<file path="config.mk">
export PLATFORM = sky130hd
export DESIGN_NAME = imem_loader
export DESIGN_NICKNAME = d
export VERILOG_FILES = /design/src/rtl/imem_loader_pkg.sv /design/src/rtl/imem_loader_chk_xor8.sv /design/src/rtl/imem_loader.sv
export SDC_FILE = /design/constraint.sdc
export NUM_CORES = 1
export LEC_CHECK = 0
export BUFFER_PORTS_ARGS = -buffer_cell sky130_fd_sc_hd__buf_2
export CAP_MARGIN = 10
export CORE_UTILIZATION = 50
export DETAILED_ROUTE_END_ITERATION = 12
export HOLD_SLACK_MARGIN = 0.12
export PLACE_DENSITY = 0.74
export SYNTH_ARGS = -nofsm -noshare
export SYNTH_HDL_FRONTEND = slang
export SYNTH_SLANG_ARGS = --single-unit
</file>
<file path="constraint.sdc">
create_clock -name i_clk -period 2.27 [get_ports i_clk]
set_input_delay 0.1135 -clock i_clk [delete_from_list [all_inputs] [get_ports i_clk]]
set_output_delay 0.1135 -clock i_clk [all_outputs]
set_load 0.05 [all_outputs]
</file>
<file path="src/rtl/imem_loader_pkg.sv">
// Shared definitions for the instruction-memory loader: widths, memory depth,
// loader state encoding and the word-count decode helper.
package imem_pkg;

  localparam int ADDR_W     = 8;    // instruction memory address width
  localparam int DATA_W     = 16;   // instruction word width (two bytes)
  localparam int IMEM_DEPTH = 256;  // number of instruction words
  localparam int BYTE_W     = 8;    // stream byte width
  localparam int CNT_W      = 9;    // remaining-word counter width (holds 256)

  // Loader sequencing states.
  typedef enum logic [2:0] {
    ST_IDLE  = 3'd0,
    ST_COUNT = 3'd1,
    ST_HI    = 3'd2,
    ST_LO    = 3'd3,
    ST_CHK   = 3'd4,
    ST_DONE  = 3'd5
  } loader_state_e;

  // A count byte of zero stands for a full memory image.
  function automatic logic [CNT_W-1:0] decode_count(input logic [BYTE_W-1:0] n);
    if (n == '0) begin
      return CNT_W'(IMEM_DEPTH);
    end
    return {1'b0, n};
  endfunction

endpackage

</file>
<file path="src/rtl/imem_loader_chk_xor8.sv">
// Running XOR accumulator over stream bytes, used to verify the trailing
// checksum byte of a program image.
module imem_chk_xor8
  import imem_pkg::*;
(
  input  logic              i_clk,
  input  logic              i_rst_n,
  input  logic              i_clear,
  input  logic              i_en,
  input  logic [BYTE_W-1:0] i_byte,
  output logic [BYTE_W-1:0] o_acc
);

  logic [BYTE_W-1:0] r_acc;

  // Accumulate XOR of enabled bytes; clear wins over enable.
  always_ff @(posedge i_clk or negedge i_rst_n) begin
    if (!i_rst_n) begin
      r_acc <= '0;
    end else if (i_clear) begin
      r_acc <= '0;
    end else if (i_en) begin
      r_acc <= r_acc ^ i_byte;
    end
  end

  assign o_acc = r_acc;

endmodule

</file>
<file path="src/rtl/imem_loader.sv">
// Program loader: fills the 256 x 16-bit instruction memory from a byte
// stream (count byte, then big-endian words) and holds the CPU while loading.
// Optional trailing XOR checksum byte: define IMEM_LOADER_CHECKSUM_EN.
module imem_loader
  import imem_pkg::*;
(
  input  logic              i_clk,
  input  logic              i_rst_n,
  input  logic              i_start,
  input  logic              i_byte_valid,
  input  logic [BYTE_W-1:0] i_byte_data,
  output logic              o_byte_ready,
  output logic              o_wr_en,
  output logic [ADDR_W-1:0] o_wr_addr,
  output logic [DATA_W-1:0] o_wr_data,
  output logic              o_cpu_hold,
  output logic              o_done,
  output logic              o_err
);

  loader_state_e r_state;
  loader_state_e w_state_next;

  logic              w_ready;
  logic              w_hold;
  logic              w_xfer;
  logic              w_start_load;
  logic              w_last_word;

  logic [CNT_W-1:0]  r_remaining;
  logic              r_wr_en;
  logic [ADDR_W-1:0] r_wr_addr;
  logic [DATA_W-1:0] r_wr_data;
  logic              r_done;

  assign w_xfer       = w_ready & i_byte_valid;
  // start only counts when no load is in flight
  assign w_start_load = i_start & ((r_state == ST_IDLE) | (r_state == ST_DONE));
  assign w_last_word  = (r_remaining == CNT_W'(1));

  // State register.
  always_ff @(posedge i_clk or negedge i_rst_n) begin
    if (!i_rst_n) begin
      r_state <= ST_IDLE;
    end else begin
      r_state <= w_state_next;
    end
  end

  // Next-state decode plus handshake/hold outputs, both purely state-driven.
  always_comb begin
    w_state_next = r_state;
    w_ready      = 1'b0;
    w_hold       = 1'b0;
    case (r_state)
      ST_IDLE, ST_DONE: begin
        if (i_start) begin
          w_state_next = ST_COUNT;
        end
      end
      ST_COUNT: begin
        w_ready = 1'b1;
        w_hold  = 1'b1;
        if (w_xfer) begin
          w_state_next = ST_HI;
        end
      end
      ST_HI: begin
        w_ready = 1'b1;
        w_hold  = 1'b1;
        if (w_xfer) begin
          w_state_next = ST_LO;
        end
      end
      ST_LO: begin
        w_ready = 1'b1;
        w_hold  = 1'b1;
        if (w_xfer) begin
          if (w_last_word) begin
`ifdef IMEM_LOADER_CHECKSUM_EN
            w_state_next = ST_CHK;
`else
            w_state_next = ST_DONE;
`endif
          end else begin
            w_state_next = ST_HI;
          end
        end
      end
`ifdef IMEM_LOADER_CHECKSUM_EN
      ST_CHK: begin
        w_ready = 1'b1;
        w_hold  = 1'b1;
        if (w_xfer) begin
          w_state_next = ST_DONE;
        end
      end
`endif
      default: begin
        w_state_next = ST_IDLE;
      end
    endcase
  end

  // Word assembly, write strobe, address and word counting.
  always_ff @(posedge i_clk or negedge i_rst_n) begin
    if (!i_rst_n) begin
      r_remaining <= '0;
      r_wr_en     <= 1'b0;
      r_wr_addr   <= '0;
      r_wr_data   <= '0;
    end else begin
      // strobe fires the cycle after the low byte lands
      r_wr_en <= (r_state == ST_LO) & w_xfer;

      // address advances once the write it qualified has been issued;
      // an 8-bit counter wraps to 0 after a full image
      if (w_start_load) begin
        r_wr_addr <= '0;
      end else if (r_wr_en) begin
        r_wr_addr <= r_wr_addr + ADDR_W'(1);
      end

      if (w_start_load) begin
        r_remaining <= '0;
      end else if (w_xfer) begin
        case (r_state)
          ST_COUNT: r_remaining <= decode_count(i_byte_data);
          ST_HI:    r_wr_data[DATA_W-1:BYTE_W] <= i_byte_data;
          ST_LO: begin
            r_wr_data[BYTE_W-1:0] <= i_byte_data;
            r_remaining           <= r_remaining - CNT_W'(1);
          end
          default: ;
        endcase
      end
    end
  end

`ifdef IMEM_LOADER_CHECKSUM_EN
  logic              r_err;
  logic              w_chk_en;
  logic [BYTE_W-1:0] w_chk_acc;

  // only word bytes feed the checksum; the count byte is excluded
  assign w_chk_en = w_xfer & ((r_state == ST_HI) | (r_state == ST_LO));

  imem_chk_xor8 u_chk (
    .i_clk   (i_clk),
    .i_rst_n (i_rst_n),
    .i_clear (w_start_load),
    .i_en    (w_chk_en),
    .i_byte  (i_byte_data),
    .o_acc   (w_chk_acc)
  );

  // Completion flags: verdict taken when the checksum byte is accepted.
  always_ff @(posedge i_clk or negedge i_rst_n) begin
    if (!i_rst_n) begin
      r_done <= 1'b0;
      r_err  <= 1'b0;
    end else if (w_start_load) begin
      r_done <= 1'b0;
      r_err  <= 1'b0;
    end else if ((r_state == ST_CHK) && w_xfer) begin
      if (i_byte_data == w_chk_acc) begin
        r_done <= 1'b1;
      end else begin
        r_err <= 1'b1;
      end
    end
  end

  assign o_err = r_err;
`else
  // Completion flag: set as the low byte of the last word is accepted.
  always_ff @(posedge i_clk or negedge i_rst_n) begin
    if (!i_rst_n) begin
      r_done <= 1'b0;
    end else if (w_start_load) begin
      r_done <= 1'b0;
    end else if ((r_state == ST_LO) && w_xfer && w_last_word) begin
      r_done <= 1'b1;
    end
  end

  assign o_err = 1'b0;
`endif

  assign o_byte_ready = w_ready;
  assign o_cpu_hold   = w_hold;
  assign o_wr_en      = r_wr_en;
  assign o_wr_addr    = r_wr_addr;
  assign o_wr_data    = r_wr_data;
  assign o_done       = r_done;

endmodule

</file>
======== Yosys cells after proc, flatten, opt, wreduce, memory -nomap -nowiden ========
Cells that the tools add are included.
word-level totals
  bits in registers ....................... 38
  bits in latches ......................... 0
  memory bits (writable) .................. 0
  bits in read-only memories .............. 0
  word-level logic and storage cells ...... 57
  memories kept ........................... 0
cells by class
  add/sub/neg operators ................... 2
  $mul .................................... 0
  divide/modulo/power cells ............... 0
  order comparisons ....................... 0
  equal/unequal tests ..................... 9
  shift operators ......................... 0
  muxes and demuxes ....................... 20
  bitwise operators ....................... 5
  reductions and logical operators ........ 14
operators by type and width
  cell                                                                count
  9-bit two-way mux                                                   4
  9-bit case mux with 2 select lines                                  1
  8-bit two-way mux                                                   2
  3-bit two-way mux                                                   5
  3-bit case mux with 4 select lines                                  1
  9-bit by 1-bit == test with 1-bit output, second input constant     1
  9-bit by 1-bit subtractor with 9-bit output, second input constant  1
  8-bit by 1-bit adder with 8-bit output, second input constant       1
  8-bit zero test                                                     1
  2-bit != test, second input constant                                4
  1-bit two-way mux                                                   7
  3-bit by 2-bit == test with 1-bit output, second input constant     2
  3-bit AND reduction                                                 2
  2-bit nonzero test                                                  3
  4-bit AND reduction                                                 1
  1-bit bitwise AND                                                   3
  3-bit by 1-bit == test with 1-bit output, second input constant     1
  3-bit == test, second input constant                                1
  3-bit zero test                                                     1
  3-bit nonzero test                                                  1
  3-bit OR reduction                                                  1
  1-bit logical AND                                                   2
  2-bit AND reduction                                                 1
  2-bit OR reduction                                                  1
  2 further kinds                                                     2

======== Logic depth before layout (Yosys ltp) ========
  word-level depth ........................ 10
  mapped depth ............................ 6

======== Worst setup path before layout ========
Ideal clock, no wire load.
  path type ............................... reg2out
  from .................................... reg r_state[1]
  to ...................................... out o_cpu_hold
  data arrival time ....................... 1.617 ns
  setup slack ............................. 0.539 ns
  stages on the path, launching flop included .. 5
  buffers on the path ..................... 2
  cells stage by stage .................... dfrtp_1 clkbuf_1 nor2_1 nor2_1 buf_4
on the way
  cells in the longest elaborated chain, start to end .. 3
  elaborated cells between the ends (all ways) .. 5
  classes of those cells .................. 3 x eq/ne; 1 x mux; 1 x reduce/logical
RTL lines
  what                                                                                                         line               RTL
  from (decl)                                                                                                  imem_loader.sv:21  loader_state_e r_state;
  from (signal assigned)                                                                                       imem_loader.sv:46  r_state <= w_state_next;
  3-bit by 2-bit == test with 1-bit output / 3-bit by 1-bit == test with 1-bit output (equally long branches)  --
  3-bit OR reduction (no source line) *                                                                        --
  1-bit two-way mux *                                                                                          --
  to (decl)                                                                                                    imem_loader.sv:16  output logic o_cpu_hold,
Mark *: on every way between the ends. The rest lies on a longest branch, timed or not.

======== Worst setup path after layout ========
  from .................................... reg r_remaining[0]
  to ...................................... reg r_remaining[7]
on the way
  cells in the longest elaborated chain, start to end .. 4
RTL lines
  what                                         line                RTL
  from (decl)                                  imem_loader.sv:30   logic [CNT_W-1:0] r_remaining;
  from (signal assigned)                       imem_loader.sv:128  ST_COUNT: r_remaining <= decode_count(i_byte_data);
  from (signal assigned)                       imem_loader.sv:132  r_remaining <= r_remaining - CNT_W'(1);
  9-bit by 1-bit subtractor with 9-bit output  imem_loader.sv:132
  9-bit case mux with 2 select lines           imem_loader.sv:127  case (r_state)
  9-bit two-way mux                            imem_loader.sv:126  end else if (w_xfer) begin
  9-bit two-way mux                            imem_loader.sv:124  if (w_start_load) begin
No other way between the ends. The select of a mux whose other input is x is not followed.
A chain may end at the register's enable or synchronous reset.

==> summary.md <==
| Metric | Value |
|---|---|
| Status | `completed` |
| Most common cell in the netlist | `dfrtp_1` |
| Yosys top cell area share | `51.0%` |
| H-Tree Depth | `2` |
| Final period utilization | `78.1%` |
| Largest fanout on the critical path | `6` |
| First-pass GRT wire length | `between 7000 and 8000 um` |
| RD Place Congestion | `roughly 0.79` |
| Pre-Repair DR Iteration Count | `4` |
| Post-synth EDFFs | `0` |
| Pins over their slew limit | `0` |
| Post-synth top flop | `dfrtp_1` |
| Synth top area cells | `dfrtp_1, nand2_1, mux2_2` |
| Yosys warns | `0` |
| Top cells by count, synth | `dfrtp_1, nand2_1, nor2_1, a21oi_1, o21ai_0` |
| Final nets | `263` |
| Syn_nets | `roughly 210` |
| Yosys cell types | `40` |
| CTS sink cnt | `38` |
| Final Setup Violations | `0` |
| Synthesized flop and latch total | `38` |
| Slowest-stage cell, CP | `or4_4` |
| Sequential share of the synthesized area | `between 50% and 60%` |
| Slew HR | `44.6%` |
| TritonCTS buffer count | `5` |
| P&R area growth vs syn | `24.5%` |
| Data arrival, critical path | `1.92 ns` |
| Total Neg Setup Slack | `0 ns` |
| Crit path kind | `reg -> reg` |
| Vias in the first global route | `~1,600` |
| Filler instances | `roughly 300` |
| Fin. Hold Viols | `0` |
| CTS tree | `built` |
| Std-Cell Core Area | `~3400 sq um` |
| Setup Fix Bufs, Post-CTS | `0` |
| Slowest stage delay, CP | `roughly 0.55 ns` |
| Post-layout min period | `~1.8 ns` |
| Cell Area, Synth | `1870 sq um` |
| Initial antenna violation count | `0` |
| RSZ-0062 raised after global routing | `false` |
| Fmax | `roughly 0.56 GHz` |
| Via count | `1,601` |
| Site row count | `21` |
| Synth async-reset ratio | `100%` |
| Crit end category | `flip-flop` |
| Die area | `3980 sq um` |
| Avg WL per Cell | `~14 um` |
| Clock root cell | `clkbuf_8` |
| Die Y | `63.1 um` |
| Measured slew at the worst slew-check pin | `slightly above 0.8 ns` |
| Vias per cell | `5.45` |
| Clock latency on the worst-skew pair | `approximately 0.28 ns` |
| Initial core utilization | `a little over half` |
| Ports | `between 40 and 50` |
| Clock skew | `between 0.007 and 0.008 ns` |
| Antenna-violating nets left | `0` |
| Syn Area/Cell | `approximately 9.5 sq um` |
| Clk slew on worst S/H paths | `roughly 0.07 ns` |
| Critical path's top delay family | `simple AND/OR/NAND/NOR gates` |
| DRT Wirelength | `between 4000 and 5000 um` |
| Crit path required time | `~2.4 ns` |
| Buf+Inv Stages, Crit Path | `0` |
| GRT Total Usage | `23.1%` |
| CP cell instances | `or4_4, or4_1, a21oi_1, o22ai_1` |
| Cells after Synth | `197` |
| Worst hold margin | `between 0.15 and 0.2 ns` |
| Largest net degree at the start of global routing | `39` |
| DRC errors left | `0` |
| Initial DRC Count | `65` |
| Global route overflow | `0` |
| Top cell type by total area after synthesis | `dfrtp_1` |
| Worst Hold Class | `in -> reg` |
| Share of post-route cells with drive strength above 1 | `about a quarter` |
| CP Launch Type | `flip-flop` |
| HPWL Detailed | `2900 um` |
| I/O Buffers | `39` |
| Max-cap violation count | `0` |
| Max Buffers Root-to-Sink | `2` |
| Horiz. Die Dim | `around 63 um` |
| Ant. Diodes | `0` |
metrics by stage:
stage	setup slack (ns)	instance area (sq um)	cells	util, %
floorplan	0.539	1870	197	-
global placement	0.541	2110	277	61.3
detailed placement	0.502	2110	277	61.3
CTS	0.500	2320	294	67.5
global route	0.392	2320	294	67.5
finish	0.497	2320	294	67.5
worst min-delay path, delay by kind of cell:
family / cells / cell delay (ns)
buffers and inverters: 1 / 0.13
AND/OR/NAND/NOR: 1 / 0.08
AO/OA/AOI/OAI: 1 / 0.07
flip-flops by register name, indices dropped and copies added (netlist names):
register / cells
o_wr_en: 1
o_wr_data: 16
r_state: 3
o_done: 1
o_wr_addr: 8
r_remaining: 9
cell families (layout without fill, tap and decap cells):
| group | after synthesis | count (layout) | synth area share, % |
|---|---|---|---|
| compound gates | 36 | 36 | 11.7 |
| xor+xnor | 7 | 7 | 3.29 |
| fa+ha+maj | 3 | 3 | 2.01 |
| buf+inv | 19 | 70 | 4.43 |
| flops | 38 | 38 | 51.0 |
| mux | 9 | 9 | 5.37 |
| other cells | 1 | 1 | 0.201 |
| simple gates | 84 | 84 | 22.1 |
cell type report:
cell class	count	area (sq um)	area share (%)
Clock inverter	1	30.0	1.29
Timing Repair Buffer	55	340	14.6
Sequential cell	38	951	40.9
Clock buffer	6	82.6	3.55
Multi-Input combinational cell	140	832	35.8
Inverter	8	30.0	1.29
Tap cell	46	57.6	2.48
worst paths after layout:
check	cells after the start	slack (ns)	endpoint	from
hold reg to reg	2	0.48	o_wr_data[1]	o_wr_data[1]
setup reg to reg	4	0.50	r_remaining[7]	r_remaining[0]
setup / recovery	4	0.50	r_remaining[7]	r_remaining[0]
max in group asynchronous	2	1.28	r_remaining[5]	i_rst_n
hold / removal	3	0.16	r_state[1]	i_byte_valid
min in group asynchronous	2	0.47	r_state[0]	i_rst_n
cells in the final DEF (no fill, tap or decap), types with 2 or more instances in the layout:
master,n
buf_2,39
dfrtp_1,38
nand2_1,34
nor2_1,20
a21oi_1,10
o21ai_0,10
dlygate4sd3_1,10
inv_1,8
mux2_2,8
clkbuf_8,6
buf_4,6
or4_1,4
o22ai_1,4
xnor2_1,4
nand3_1,3
nand3b_1,3
nor3_1,3
nor3b_1,3
xor2_1,3
a31oi_1,3
ha_1,3
nor4_1,2
a211oi_1,2
a22oi_1,2
and2_1,2
nand4_1,2
timing repair:
item                                    in CTS  in global routing
endpoints found under the hold margin       51                  0
endpoints found under the setup margin       0                  0
hold buffers                                10                  0
gates resized for setup                      0                  0
layer usage:
metal | up-vias | GRT usage, % | routed length (um)
met5 | - | 0 | 0
met4 | 0 | 6.69 | 54
met3 | 8 | 3.80 | 159
met2 | 50 | 40.7 | 2070
met1 | 759 | 29.0 | 1850
li1 | 784 | - | -
Power is left out: the tool's default activity adds up to more than one toggle a clock period on the data nets, which glitch-free logic cannot reach.
